<file path="src/rtl/fault_pkg.sv">
// Shared types and constants for the fault injector: FSM states, fault modes,
// and the random-mask LFSR polynomial/seed.
package fault_pkg;

   typedef enum logic [2:0] {
      S_IDLE,
      S_ARMED,
      S_COUNT,
      S_INJECT,
      S_DONE
   } state_t;

   localparam logic [1:0] FM_FLIP = 2'b00;
   localparam logic [1:0] FM_SA0  = 2'b01;
   localparam logic [1:0] FM_SA1  = 2'b10;
   localparam logic [1:0] FM_RAND = 2'b11;

   // Right-shift Galois form of x^32 + x^22 + x^2 + x + 1
   localparam logic [31:0] LFSR_TAPS         = 32'h8020_0003;
   localparam logic [31:0] LFSR_SEED_DEFAULT = 32'hACE1_2024;

endpackage

</file>
<file path="src/rtl/fault_injector_if.sv">
// Campaign control and replica data bus between a cipher replica and the voter.
interface fault_injector_if #(
   parameter int unsigned W  = 128,
   parameter int unsigned CW = 16
);
   logic          arm;
   logic          start;
   logic [CW-1:0] trigger_cycle;
   logic [7:0]    duration;
   logic [1:0]    fault_mode;
   logic [W-1:0]  fault_mask;
   logic [W-1:0]  data_in;
   logic [W-1:0]  data_out;
   logic          injecting;
   logic          done;
   logic [7:0]    inject_count;

   modport master (
      output arm, start, trigger_cycle, duration, fault_mode, fault_mask, data_in,
      input  data_out, injecting, done, inject_count
   );

   modport slave (
      input  arm, start, trigger_cycle, duration, fault_mode, fault_mask, data_in,
      output data_out, injecting, done, inject_count
   );
endinterface

</file>
<file path="src/rtl/fault_lfsr.sv">
// 32-bit Galois LFSR supplying the random fault mask; steps only when en is high.
module fault_lfsr
   import fault_pkg::*;
#(
   parameter logic [31:0] SEED = LFSR_SEED_DEFAULT
) (
   input  logic        clk,
   input  logic        rst,
   input  logic        en,
   output logic [31:0] q
);

   always_ff @(posedge clk) begin
      if (rst) begin
         q <= SEED;
      end else if (en) begin
         q <= {1'b0, q[31:1]} ^ (q[0] ? LFSR_TAPS : 32'h0);
      end
   end

endmodule

</file>
<file path="src/rtl/fault_injector.sv">
// Registered pass-through that corrupts a timed window of replica samples.
// FAULT_INJECTOR_LFSR_EN enables the LFSR-driven random-flip mode (else mode 11 = XOR).
module fault_injector
   import fault_pkg::*;
#(
   parameter int unsigned W         = 128,
   parameter int unsigned CW        = 16,
   parameter logic [31:0] LFSR_SEED = LFSR_SEED_DEFAULT
) (
   input  logic           clk,
   input  logic           rst,
   fault_injector_if.slave bus
);

   localparam int unsigned REP = (W + 31) / 32;

   state_t        state, next_state;
   logic [CW-1:0] trig_q, cnt_q;
   logic [7:0]    rem_q, rem_c, icnt_q;
   logic [1:0]    mode_q, mode_c;
   logic [W-1:0]  mask_q, mask_c, rand_c, corrupt_c, data_q;
   logic          fault_c, start_c, inj_q, done_q;

   // fault_c marks the sample captured this edge as faulty; on the start edge
   // the live inputs are used so trigger_cycle=0 corrupts that very sample.
   always_comb begin
      next_state = state;
      fault_c    = 1'b0;
      start_c    = 1'b0;
      rem_c      = rem_q;
      mode_c     = mode_q;
      mask_c     = mask_q;
      case (state)
         S_IDLE: if (bus.arm) next_state = S_ARMED;
         S_ARMED: begin
            if (!bus.arm) begin
               next_state = S_IDLE;
            end else if (bus.start) begin
               start_c = 1'b1;
               rem_c   = bus.duration;
               mode_c  = bus.fault_mode;
               mask_c  = bus.fault_mask;
               if (bus.duration == 8'd0) begin
                  next_state = S_DONE;
               end else if (bus.trigger_cycle == CW'(0)) begin
                  fault_c    = 1'b1;
                  next_state = (bus.duration == 8'd1) ? S_DONE : S_INJECT;
               end else begin
                  next_state = S_COUNT;
               end
            end
         end
         S_COUNT: begin
            if (!bus.arm) begin
               next_state = S_IDLE;
            end else if (cnt_q == trig_q) begin
               fault_c    = 1'b1;
               next_state = (rem_q == 8'd1) ? S_DONE : S_INJECT;
            end
         end
         S_INJECT: begin
            if (!bus.arm) begin
               next_state = S_IDLE;
            end else begin
               fault_c    = 1'b1;
               next_state = (rem_q == 8'd1) ? S_DONE : S_INJECT;
            end
         end
         S_DONE: if (!bus.arm) next_state = S_IDLE;
         default: next_state = S_IDLE;
      endcase
   end

`ifdef FAULT_INJECTOR_LFSR_EN
   logic [31:0]        lfsr_q;
   logic [REP*32-1:0]  rep_c;

   fault_lfsr #(.SEED(LFSR_SEED)) u_lfsr (
      .clk (clk),
      .rst (rst),
      .en  (fault_c),
      .q   (lfsr_q)
   );

   assign rep_c  = {REP{lfsr_q}};
   assign rand_c = rep_c[W-1:0];
`else
   // All-ones random term makes mode 11 identical to XOR; the seed cannot change that.
   assign rand_c = {W{1'b1}} | W'(LFSR_SEED);
`endif

   always_comb begin
      corrupt_c = bus.data_in;
      case (mode_c)
         FM_FLIP: corrupt_c = bus.data_in ^ mask_c;
         FM_SA0:  corrupt_c = bus.data_in & ~mask_c;
         FM_SA1:  corrupt_c = bus.data_in | mask_c;
         FM_RAND: corrupt_c = bus.data_in ^ (mask_c & rand_c);
         default: corrupt_c = bus.data_in;
      endcase
   end

   always_ff @(posedge clk) begin
      if (rst) state <= S_IDLE;
      else     state <= next_state;
   end

   // done is withheld on the last faulty edge so it trails the last faulty output by one cycle.
   always_ff @(posedge clk) begin
      if (rst) begin
         data_q <= '0;
         inj_q  <= 1'b0;
         done_q <= 1'b0;
         icnt_q <= 8'd0;
         trig_q <= '0;
         cnt_q  <= '0;
         rem_q  <= 8'd0;
         mode_q <= FM_FLIP;
         mask_q <= '0;
      end else begin
         data_q <= fault_c ? corrupt_c : bus.data_in;
         inj_q  <= fault_c;
         done_q <= (next_state == S_DONE) && !fault_c;
         if (start_c) begin
            trig_q <= bus.trigger_cycle;
            mode_q <= mode_c;
            mask_q <= mask_c;
            cnt_q  <= CW'(1);
         end else if (state == S_COUNT) begin
            cnt_q <= cnt_q + CW'(1);
         end
         if (fault_c)      rem_q <= rem_c - 8'd1;
         else if (start_c) rem_q <= rem_c;
         if (start_c)                            icnt_q <= fault_c ? 8'd1 : 8'd0;
         else if (fault_c && icnt_q != 8'hFF)    icnt_q <= icnt_q + 8'd1;
      end
   end

   assign bus.data_out     = data_q;
   assign bus.injecting    = inj_q;
   assign bus.done         = done_q;
   assign bus.inject_count = icnt_q;

endmodule

</file>
<file path="src/flat_wrapper.sv">
// flat-port wrapper written by rule: the top's interface ports become plain ports
module fault_injector_flat import fault_pkg::*;
#(
   parameter int unsigned W         = 128,
   parameter int unsigned CW        = 16,
   parameter logic [31:0] LFSR_SEED = LFSR_SEED_DEFAULT
)
  (clk, rst, bus_arm, bus_start, bus_trigger_cycle, bus_duration, bus_fault_mode, bus_fault_mask, bus_data_in, bus_data_out, bus_injecting, bus_done, bus_inject_count);
  fault_injector_if #(.W(W), .CW(CW)) bus_i ();
  input  logic clk;
  input  logic rst;
  input wire logic [$bits(bus_i.arm)-1:0] bus_arm;
  input wire logic [$bits(bus_i.start)-1:0] bus_start;
  input wire logic [$bits(bus_i.trigger_cycle)-1:0] bus_trigger_cycle;
  input wire logic [$bits(bus_i.duration)-1:0] bus_duration;
  input wire logic [$bits(bus_i.fault_mode)-1:0] bus_fault_mode;
  input wire logic [$bits(bus_i.fault_mask)-1:0] bus_fault_mask;
  input wire logic [$bits(bus_i.data_in)-1:0] bus_data_in;
  output wire logic [$bits(bus_i.data_out)-1:0] bus_data_out;
  output wire logic [$bits(bus_i.injecting)-1:0] bus_injecting;
  output wire logic [$bits(bus_i.done)-1:0] bus_done;
  output wire logic [$bits(bus_i.inject_count)-1:0] bus_inject_count;
  assign bus_i.arm = bus_arm;
  assign bus_i.start = bus_start;
  assign bus_i.trigger_cycle = bus_trigger_cycle;
  assign bus_i.duration = bus_duration;
  assign bus_i.fault_mode = bus_fault_mode;
  assign bus_i.fault_mask = bus_fault_mask;
  assign bus_i.data_in = bus_data_in;
  assign bus_data_out = bus_i.data_out;
  assign bus_injecting = bus_i.injecting;
  assign bus_done = bus_i.done;
  assign bus_inject_count = bus_i.inject_count;
  fault_injector #(.W(W), .CW(CW), .LFSR_SEED(LFSR_SEED)) u_core (.clk(clk), .rst(rst), .bus(bus_i));
endmodule
</file>
<file path="config.mk">
export PLATFORM = sky130hd
export DESIGN_NAME = fault_injector_flat
export DESIGN_NICKNAME = d
export VERILOG_FILES = /design/src/rtl/fault_pkg.sv /design/src/rtl/fault_injector_if.sv /design/src/rtl/fault_lfsr.sv /design/src/rtl/fault_injector.sv /design/src/flat_wrapper.sv
export SDC_FILE = /design/constraint.sdc
export NUM_CORES = 1
export LEC_CHECK = 0
export CAP_MARGIN = 20
export CORE_UTILIZATION = 55
export DETAILED_ROUTE_END_ITERATION = 16
export PLACE_DENSITY = 0.95
export SETUP_SLACK_MARGIN = 0.05
export SKIP_CTS_REPAIR_TIMING = 1
export SYNTH_ARGS = -nofsm -noshare
export SYNTH_HDL_FRONTEND = slang
export SYNTH_SLANG_ARGS = --single-unit
</file>
<file path="constraint.sdc">
create_clock -name clk -period 6.9 [get_ports clk]
set_clock_uncertainty 0.05 [all_clocks]
set_input_delay 0.69 -clock clk [delete_from_list [all_inputs] [get_ports clk]]
set_output_delay 0.69 -clock clk [all_outputs]
set_load 0.05 [all_outputs]
</file>
; ---- After elaboration in Yosys (flattened, before gate mapping)
; Index checks and enable logic that the tools add are counted.
[classes]
n_div = 0
mul = 0
n_eq_ne = 12
n_bitwise = 4
reduce_logical = 12
shift = 0
muxes = 41
add_sub_neg = 3
order_cmp = 0
[op_table]
columns = op, n
row1 = $mux 128, 4
row2 = $pmux 128 s3, 1
row3 = $and 128x128->128, 1
row4 = $not 128->128, 1
row5 = $or 128x128->128, 1
row6 = $xor 128x128->128, 1
row7 = $mux 8, 7
row8 = $mux 3, 11
row9 = $add 16x1->16 const B, 1
row10 = $eq 16x16->1, 1
row11 = $eq 8x1->1 const B, 2
row12 = $logic_not 16->1, 1
row13 = $pmux 3 s5, 1
row14 = $mux 1, 13
row15 = $add 8x1->8 const B, 1
row16 = $logic_not 8->1, 1
row17 = $ne 8x8->1 const B, 1
row18 = $sub 8x1->8 const B, 1
row19 = $eq 3x2->1 const B, 2
row20 = $eq 3x3->1 const B, 2
row21 = $mux 2, 3
row22 = $reduce_bool 2->1, 3
row23 = $eq 2x2->1 const B, 2
row24 = $reduce_or 2->1, 2
row25 = 7 further kinds, 8
[word_totals]
inputBits = 286
ram_bits = 0
elab_cells = 83
mem_count = 0
regBits = 311
latch_bits = 0
mem_bits_ro = 0

; ---- Logic depth before layout (Yosys ltp)
; Gate-level depths: netlist (run 1).
[logic_depth]
ltp_word = 9
mapped_depth = 16
ltp_nobuf = 9

; ---- Worst setup path before layout (run 1)
; Ideal clock, no wire load.
[synth_path]
kind = input to register
start = in bus_start
end = reg u_core.data_q[75] (netlist: u_core.bus.data_out[75])
t_arrival_ps = 3576
setup_ps = 70
cell_stages = 14
required_ps = 6780
path_slack_ps = 3203
n_path_buf = 6
cell_sequence = nand2_1 nor3_1 buf_2 buf_2 mux2i_1 ha_1 clkbuf_1 clkbuf_1 clkbuf_1 buf_1 nand2_1 o21ai_0 nand2_1 a21oi_1
[synth_via]
elab_chain_cells = 7
elab_cells_between_ends = 20
cone_classes = eq/ne: 3 / mux: 11 / bitwise: 4 / reduce/logical: 2
[synth_rtl]
columns = element, line_no
row1 = from (decl), flat_wrapper.sv:13  ; input wire logic [$bits(bus_i.start)-1:0] bus_start;
row2 = $mux 2 or $mux 128 (tied branches), fault_injector.sv:38  ; end else if (bus.start) begin
row3 = $mux 2 or $mux 128 (tied branches), fault_injector.sv:36  ; if (!bus.arm) begin
row4 = $mux 2 or $mux 128 (tied branches), fault_injector.sv:33  ; case (state)
row5 = "$eq 2x2->1, or another cell as far along", fault_injector.sv:94  ; case (mode_c)
row6 = $reduce_or 2->1 (no source line) or $and 128x128->128 (tied branches), -
row7 = $pmux 128 s3, fault_injector.sv:94
row8 = $mux 128 (*), fault_injector.sv:121  ; data_q <= fault_c ? corrupt_c : bus.data_in;
row9 = to (signal assigned), fault_injector.sv:121
row10 = to (decl), fault_injector.sv:21  ; logic [W-1:0] mask_q, mask_c, rand_c, corrupt_c, data_q;
; Mark *: on every way between the ends. The rest lies on a longest branch, timed or not.
; A chain may end at the register's enable or synchronous reset.

; ---- Worst setup path in the final report (run 1)
[layout_path]
start = in bus_arm
end = reg u_core.data_q[113] (netlist: u_core.bus.data_out[113])
[layout_via]
elab_chain_cells = 6
elab_cells_between_ends = 19
cone_classes = eq/ne: 3 / mux: 10 / bitwise: 4 / reduce/logical: 2
[layout_rtl]
columns = element, line_no
row1 = from (decl), flat_wrapper.sv:12  ; input wire logic [$bits(bus_i.arm)-1:0] bus_arm;
row2 = $mux 2 or $mux 128 (tied branches), fault_injector.sv:36
row3 = $mux 2 or $mux 128 (tied branches), fault_injector.sv:33
row4 = "$eq 2x2->1, or another cell as far along", fault_injector.sv:94
row5 = $reduce_or 2->1 (no source line) or $and 128x128->128 (tied branches), -
row6 = $pmux 128 s3, fault_injector.sv:94
row7 = $mux 128 (*), fault_injector.sv:121
; Marks and branches as above.

==> impl_metrics.tcl, run 1 <==
set metrics [dict create \
    status "finished, violations left" \
    violations "design-rule violations" \
    synth_top_area_share_pct 34.5 \
    avgViaCountPerCell 5.72 \
    fmax_ghz 0.227 \
    ant_nets 0 \
    drtIter0Drc 1609 \
    power_switching_share_pct 28.8 \
    p_seq_share_pct 39.1 \
    drc 1 \
    crit_arrival_ps 4730 \
    synthSimpleGateAreaFrac_pct 14.7 \
    ys_seq_area_share_pct 34.5 \
    clkSlewWorstSetupHoldPaths_ps 60 \
    cp-start-kind "input port" \
    die_w_um 183 \
    drt_pass1_iterations 12 \
    nFillCells 2019 \
    fin_setup_tns_ps 0 \
    num_vias 17500 \
    synthAdderAreaFrac_pct 18.1 \
    synth_area_sq_um 18100 \
    gp_congestion 0.896 \
    synth-compound-area-share_pct 14.7 \
    area_growth_pct 30.9 \
    insertion_delay_ps 510 \
    cap_violations 0 \
    synth.net_count 2809 \
    worstHoldPathType "reg -> reg" \
    critical_path_class "in -> reg" \
    die_h_um 183 \
    synth-xor-area-share_pct 1.46 \
    async_flop_share_pct 0 \
    synth_edf_count 0 \
    synth.distinct_cells 50 \
    ys.flop_type "dfxtp_1" \
    overflow 0 \
    ys_top_cells_by_area "dfxtp_1 34%, ha_1 18%, nand2_1 9.2%" \
    port_buffers 423 \
    synth_top_family_by_area "adder cells" \
    clock_sinks 311 \
    p_comb_share_pct 20.0 \
    cts_tree "done" \
    ys.warnings.count 0 \
    row_count 65 \
    crit_slowest_cell "buf_4" \
    min_period_ps 4410 \
    synth-seq-cells 311 \
    coreArea_sq_um 32000 \
    dieArea_sq_um 33600 \
    grt_first_pass_wirelength_um 91600 \
    ios 424 \
    place_hpwl_um 38100 \
    start_util_pct 56.5 \
    clockBufferDepth 3 \
    antenna_found_initial 8 \
    p_leak_nw 10.3 \
    cp.required_ps 7220 \
    timing.final.crit_share_pct 63.9 \
    end_kind "flip-flop" \
    cts-buffers-inserted 36 \
    htreeDepth 2 \
    p_per_area_nw_per_um2 205 \
    p_total_mw 4.83 \
    final_cell_mix "442 x nand2_1, 422 x clkdlybuf4s50_1, 311 x dfxtp_1, 263 x inv_1, 259 x ha_1" \
    p_switching_mw 1.39 \
    cp_max_fo 97 \
    synth.avg_cell_area_sq_um 7.98 \
    grt_max_degree 108 \
    peakVddDrop_mv 0.216 \
    power_frac_clock_pct 40.8 \
    yosys-mux-area-fraction_pct 7.61 \
    grt_usage_pct 33.8 \
    cts-root-buf "clkbuf_16" \
    syn_inst 2262 \
    dp_slack_ps 2020 \
    worst_slack_ps 2490 \
    setup_viol 0 \
    drt_wl_total_um 58500 \
    tightest_slew_ps 1080 \
    final_max_slew_viol_count 0 \
    intPower_mw 3.44 \
    layout_commonest_cell "nand2_1" \
    wire_per_inst_um 19.1 \
    yosysTopAreaCell "dfxtp_1" \
    grt_pass1_vias 18200 \
    rsz0062_at_grt "false" \
    hold_viol_final 0 \
    drive_above_1_share_pct 3.17 \
    slew_headroom_pct 27.8 \
    path_cells "clkdlybuf4s50_1, nand2b_1, nor3_2, buf_12, buf_4, mux2i_1, ha_1, a22oi_1, o21ai_0, nand2_1, a21oi_1" \
    fin_nets 3141 \
    slowest_delay_ps 880 \
]
==> routing by layer <==
layer	vias to the layer above	GRT usage, %	wire length (um)
met4	2	22.1	3850
met3	276	7.94	4980
met2	968	59.4	28700
met1	8186	36.3	21000
met5	-	0	11
li1	8080	-	-
==> flip-flops by register name (all words and copies together), names as in the netlist <==
name and flops:
u_core.mask_q 128, u_core.cnt_q 16, u_core.state 3, u_core.mode_q 2, u_core.bus.injecting 1, u_core.trig_q 16, u_core.bus.done 1, u_core.bus.data_out 128
u_core.bus.inject_count 8, u_core.rem_q 8
==> worst paths after layout <==
check	slack (ps)	from	endpoint	depth (start not counted)
worst min-delay path	420	u_core.trig_q[0]$_SDFFE_PP0P_	u_core.trig_q[0]$_SDFFE_PP0P_	2
worst max register to register	2800	u_core.state[0]$_SDFF_PP0_	u_core.bus.data_out[113]$_SDFF_PP0_	10
worst max-delay path	2490	bus_arm	u_core.bus.data_out[113]$_SDFF_PP0_	11
worst min register to register	420	u_core.trig_q[0]$_SDFFE_PP0P_	u_core.trig_q[0]$_SDFFE_PP0P_	2
==> cell usage after synthesis (6+ instances only) <==
cell type,count
nand2_1,442
nand4_1,10
ha_1,261
o21ai_0,135
mux2i_1,135
a22oi_1,128
inv_1,263
buf_4,6
nand3_1,10
a21oi_1,162
clkbuf_1,102
nor2_1,161
xor2_1,25
nor3_1,9
nor4_1,8
buf_2,32
dfxtp_1,311
==> layout make-up <==
cell class                 count  area (sq um)  share of cell area [%]
sequential                   311          6230                    26.3
tap                          435           544                    2.30
timing repair buffer         439          4390                    18.6
inverter                     263           987                    4.18
multi-input combinational   1543         10300                    43.4
antenna                        6          15.0                  0.0635
clock inverter                10           120                   0.508
clock buffer                  54          1090                    4.62
==> cells by family after synthesis <==
logic type / Yosys count
buf+inv: 408
simple gates: 665
mux: 137
fa+ha+maj: 261
flops: 311
compound gates: 450
xor+xnor: 30
==> power groups by stage <==
stage	Sequential, mW	Clock, mW	Combinational (mW)
after floorplan	2.08	0	0.385
after global placement	1.93	0	0.883
after detailed placement	1.93	0	0.938
after CTS	1.89	1.98	0.957
after global routing	1.89	2.06	1.05
final	1.89	1.97	0.969
==> metrics by stage <==
stage | utilization [%] | instance area [sq um] | cells | hold WS, ps
CTS | 73.8 | 23600 | 3054 | 421
global placement | 70.0 | 22400 | 2990 | 407
global route | 73.9 | 23600 | 3061 | 437
finish | 73.9 | 23600 | 3061 | 424
floorplan | - | 18100 | 2262 | 398
detailed placement | 70.0 | 22400 | 2990 | 412
==> worst max-delay path: cells and delay by family <==
family | cells | cell delay [ps]
buf+inv | 3 | 2050
compound gates | 3 | 390
mux | 1 | 480
simple gates | 3 | 770
fa+ha+maj | 1 | 310
(Power assumes the default switching activity.)
==> run 2: changes to the inputs <==
CORE_UTILIZATION = 46   (was 55)
PLACE_DENSITY = 0.88   (was 0.95)
clock period = 4 ns   (was 6.9 ns; I/O delays follow)
==> impl_metrics.tcl, run 2 (synthesized netlist as in run 1, its figures left out) <==
set metrics [dict create \
    status "complete, no violations" \
    p_switching_mw 2.35 \
    cp-start-kind "flip-flop" \
    grt_first_pass_wirelength_um 87200 \
    crit_slowest_cell "ha_4" \
    cap_violations 0 \
    fmax_ghz 0.307 \
    insertion_delay_ps 540 \
    port_buffers 423 \
    cts_tree "done" \
    cts-buffers-inserted 36 \
    drive_above_1_share_pct 3.42 \
    htreeDepth 2 \
    cp.required_ps 4400 \
    hold_viol_final 0 \
    ant_nets 0 \
    tightest_slew_ps 974 \
    grt_max_degree 151 \
    worstHoldPathType "in -> reg" \
    num_vias 17000 \
    drc 0 \
    min_period_ps 3260 \
    clockBufferDepth 3 \
    die_w_um 200 \
    coreArea_sq_um 38600 \
    intPower_mw 5.82 \
    final_max_slew_viol_count 0 \
    die_h_um 200 \
    setup_viol 0 \
    gp_congestion 0.889 \
    timing.final.crit_share_pct 81.4 \
    dpl_cell_area_sq_um 22700 \
    drt_pass1_iterations 5 \
    final_area_sq_um 23900 \
    drt_wl_total_um 54400 \
    peakVddDrop_mv 0.343 \
    critical_path_class "reg -> reg" \
    crit_arrival_ps 3650 \
    ios 424 \
    p_per_area_nw_per_um2 342 \
    fin_setup_tns_ps 0 \
    p_seq_share_pct 39.9 \
    nFillCells 2962 \
    cts-root-buf "clkbuf_16" \
    clkSlewWorstSetupHoldPaths_ps 60 \
    overflow 0 \
    p_comb_share_pct 20.2 \
    fin_util_pct 61.8 \
    path_cells "nand2_1, nor3_2, mux2i_1, inv_1, ha_4, buf_4, a22oi_1, o21ai_0, nand2_1, a21oi_1" \
    grt_usage_pct 26.5 \
    drtIter0Drc 977 \
    layout_commonest_cell "nand2_1" \
    slew_headroom_pct 35.0 \
    wire_per_inst_um 17.3 \
    dieArea_sq_um 40000 \
    clock_sinks 311 \
    final_cell_mix "442 x nand2_1, 422 x clkdlybuf4s50_1, 311 x dfxtp_1, 263 x inv_1, 259 x ha_1" \
    p_leak_nw 10.4 \
    row_count 72 \
    start_util_pct 46.7 \
    grt_pass1_vias 17500 \
    place_hpwl_um 37100 \
    cp_max_fo 27 \
    antenna_found_initial 3 \
    rsz0062_at_grt "false" \
    area_growth_pct 32.2 \
    fin_nets 3155 \
    power_switching_share_pct 28.7 \
    holdWs_ps 346 \
    end_kind "flip-flop" \
    slowest_delay_ps 560 \
    avgViaCountPerCell 5.40 \
    cpMostUsedCell "nand2_1" \
    power_frac_clock_pct 39.9 \
]
run 2: cell types whose count changed in the layout (fill, tap and decap cells not counted), sizes merged:
cell and delta:
clkinv -2, clkinvlp -1, diode -3, inv +2, buf +14
run 2: path summary, 6_finish.rpt:
| path | slack [ps] | start | endpoint | cells after the start |
|---|---|---|---|---|
| setup / recovery | 740 | u_core.state[0]$_SDFF_PP0_ | u_core.bus.data_out[50]$_SDFF_PP0_ | 10 |
| hold / removal | 350 | rst | u_core.mask_q[100]$_SDFFE_PP0P_ | 2 |
| setup reg to reg | 740 | u_core.state[0]$_SDFF_PP0_ | u_core.bus.data_out[50]$_SDFF_PP0_ | 10 |
| hold reg to reg | 420 | u_core.trig_q[8]$_SDFFE_PP0P_ | u_core.trig_q[8]$_SDFFE_PP0P_ | 2 |
run 2: metal layers:
layer / vias to the layer above / global-route usage [%] / share of wire (%)
met5: - / 0 / 0
met4: 0 / 14.7 / 5.1
met3: 174 / 6.25 / 8.1
met2: 764 / 46.5 / 49
met1: 8009 / 29.3 / 38
li1: 8098 / - / -
run 2: worst max-delay path: cells and delay by family (launching register included):
family / cells / cell delay (ps)
multiplexers: 1 / 420
adder cells (fa/ha/maj): 1 / 560
AO/OA/AOI/OAI: 3 / 570
flip-flops: 1 / 470
buffers and inverters: 2 / 420
AND/OR/NAND/NOR: 3 / 670
run 2: power groups by stage:
stage | sequential [mW] | combinational [mW] | clock, mW
floorplan | 3.58 | 0.665 | 0
detailed placement | 3.33 | 1.62 | 0
finish | 3.26 | 1.65 | 3.26
global route | 3.27 | 1.80 | 3.42
global placement | 3.32 | 1.55 | 0
CTS | 3.26 | 1.65 | 3.30
run 2: layout make-up:
class / instances / area, sq um / area share (%)
Multi-Input combinational cell: 1543 / 10300 / 43.0
Clock buffer: 54 / 1020 / 4.27
Inverter: 263 / 987 / 4.14
Clock inverter: 9 / 113 / 0.472
Timing Repair Buffer: 453 / 4610 / 19.3
Antenna cell: 3 / 7.51 / 0.0314
Tap cell: 518 / 648 / 2.72
Sequential cell: 311 / 6230 / 26.1
run 2: stage by stage:
step	setup WS, ps	std cells	total power, mW
after global routing	509	3154	8.49
final	744	3154	8.17
after CTS	753	3151	8.21
after global placement	470	3088	4.87
after floorplan	548	2262	4.25
after detailed placement	345	3088	4.95
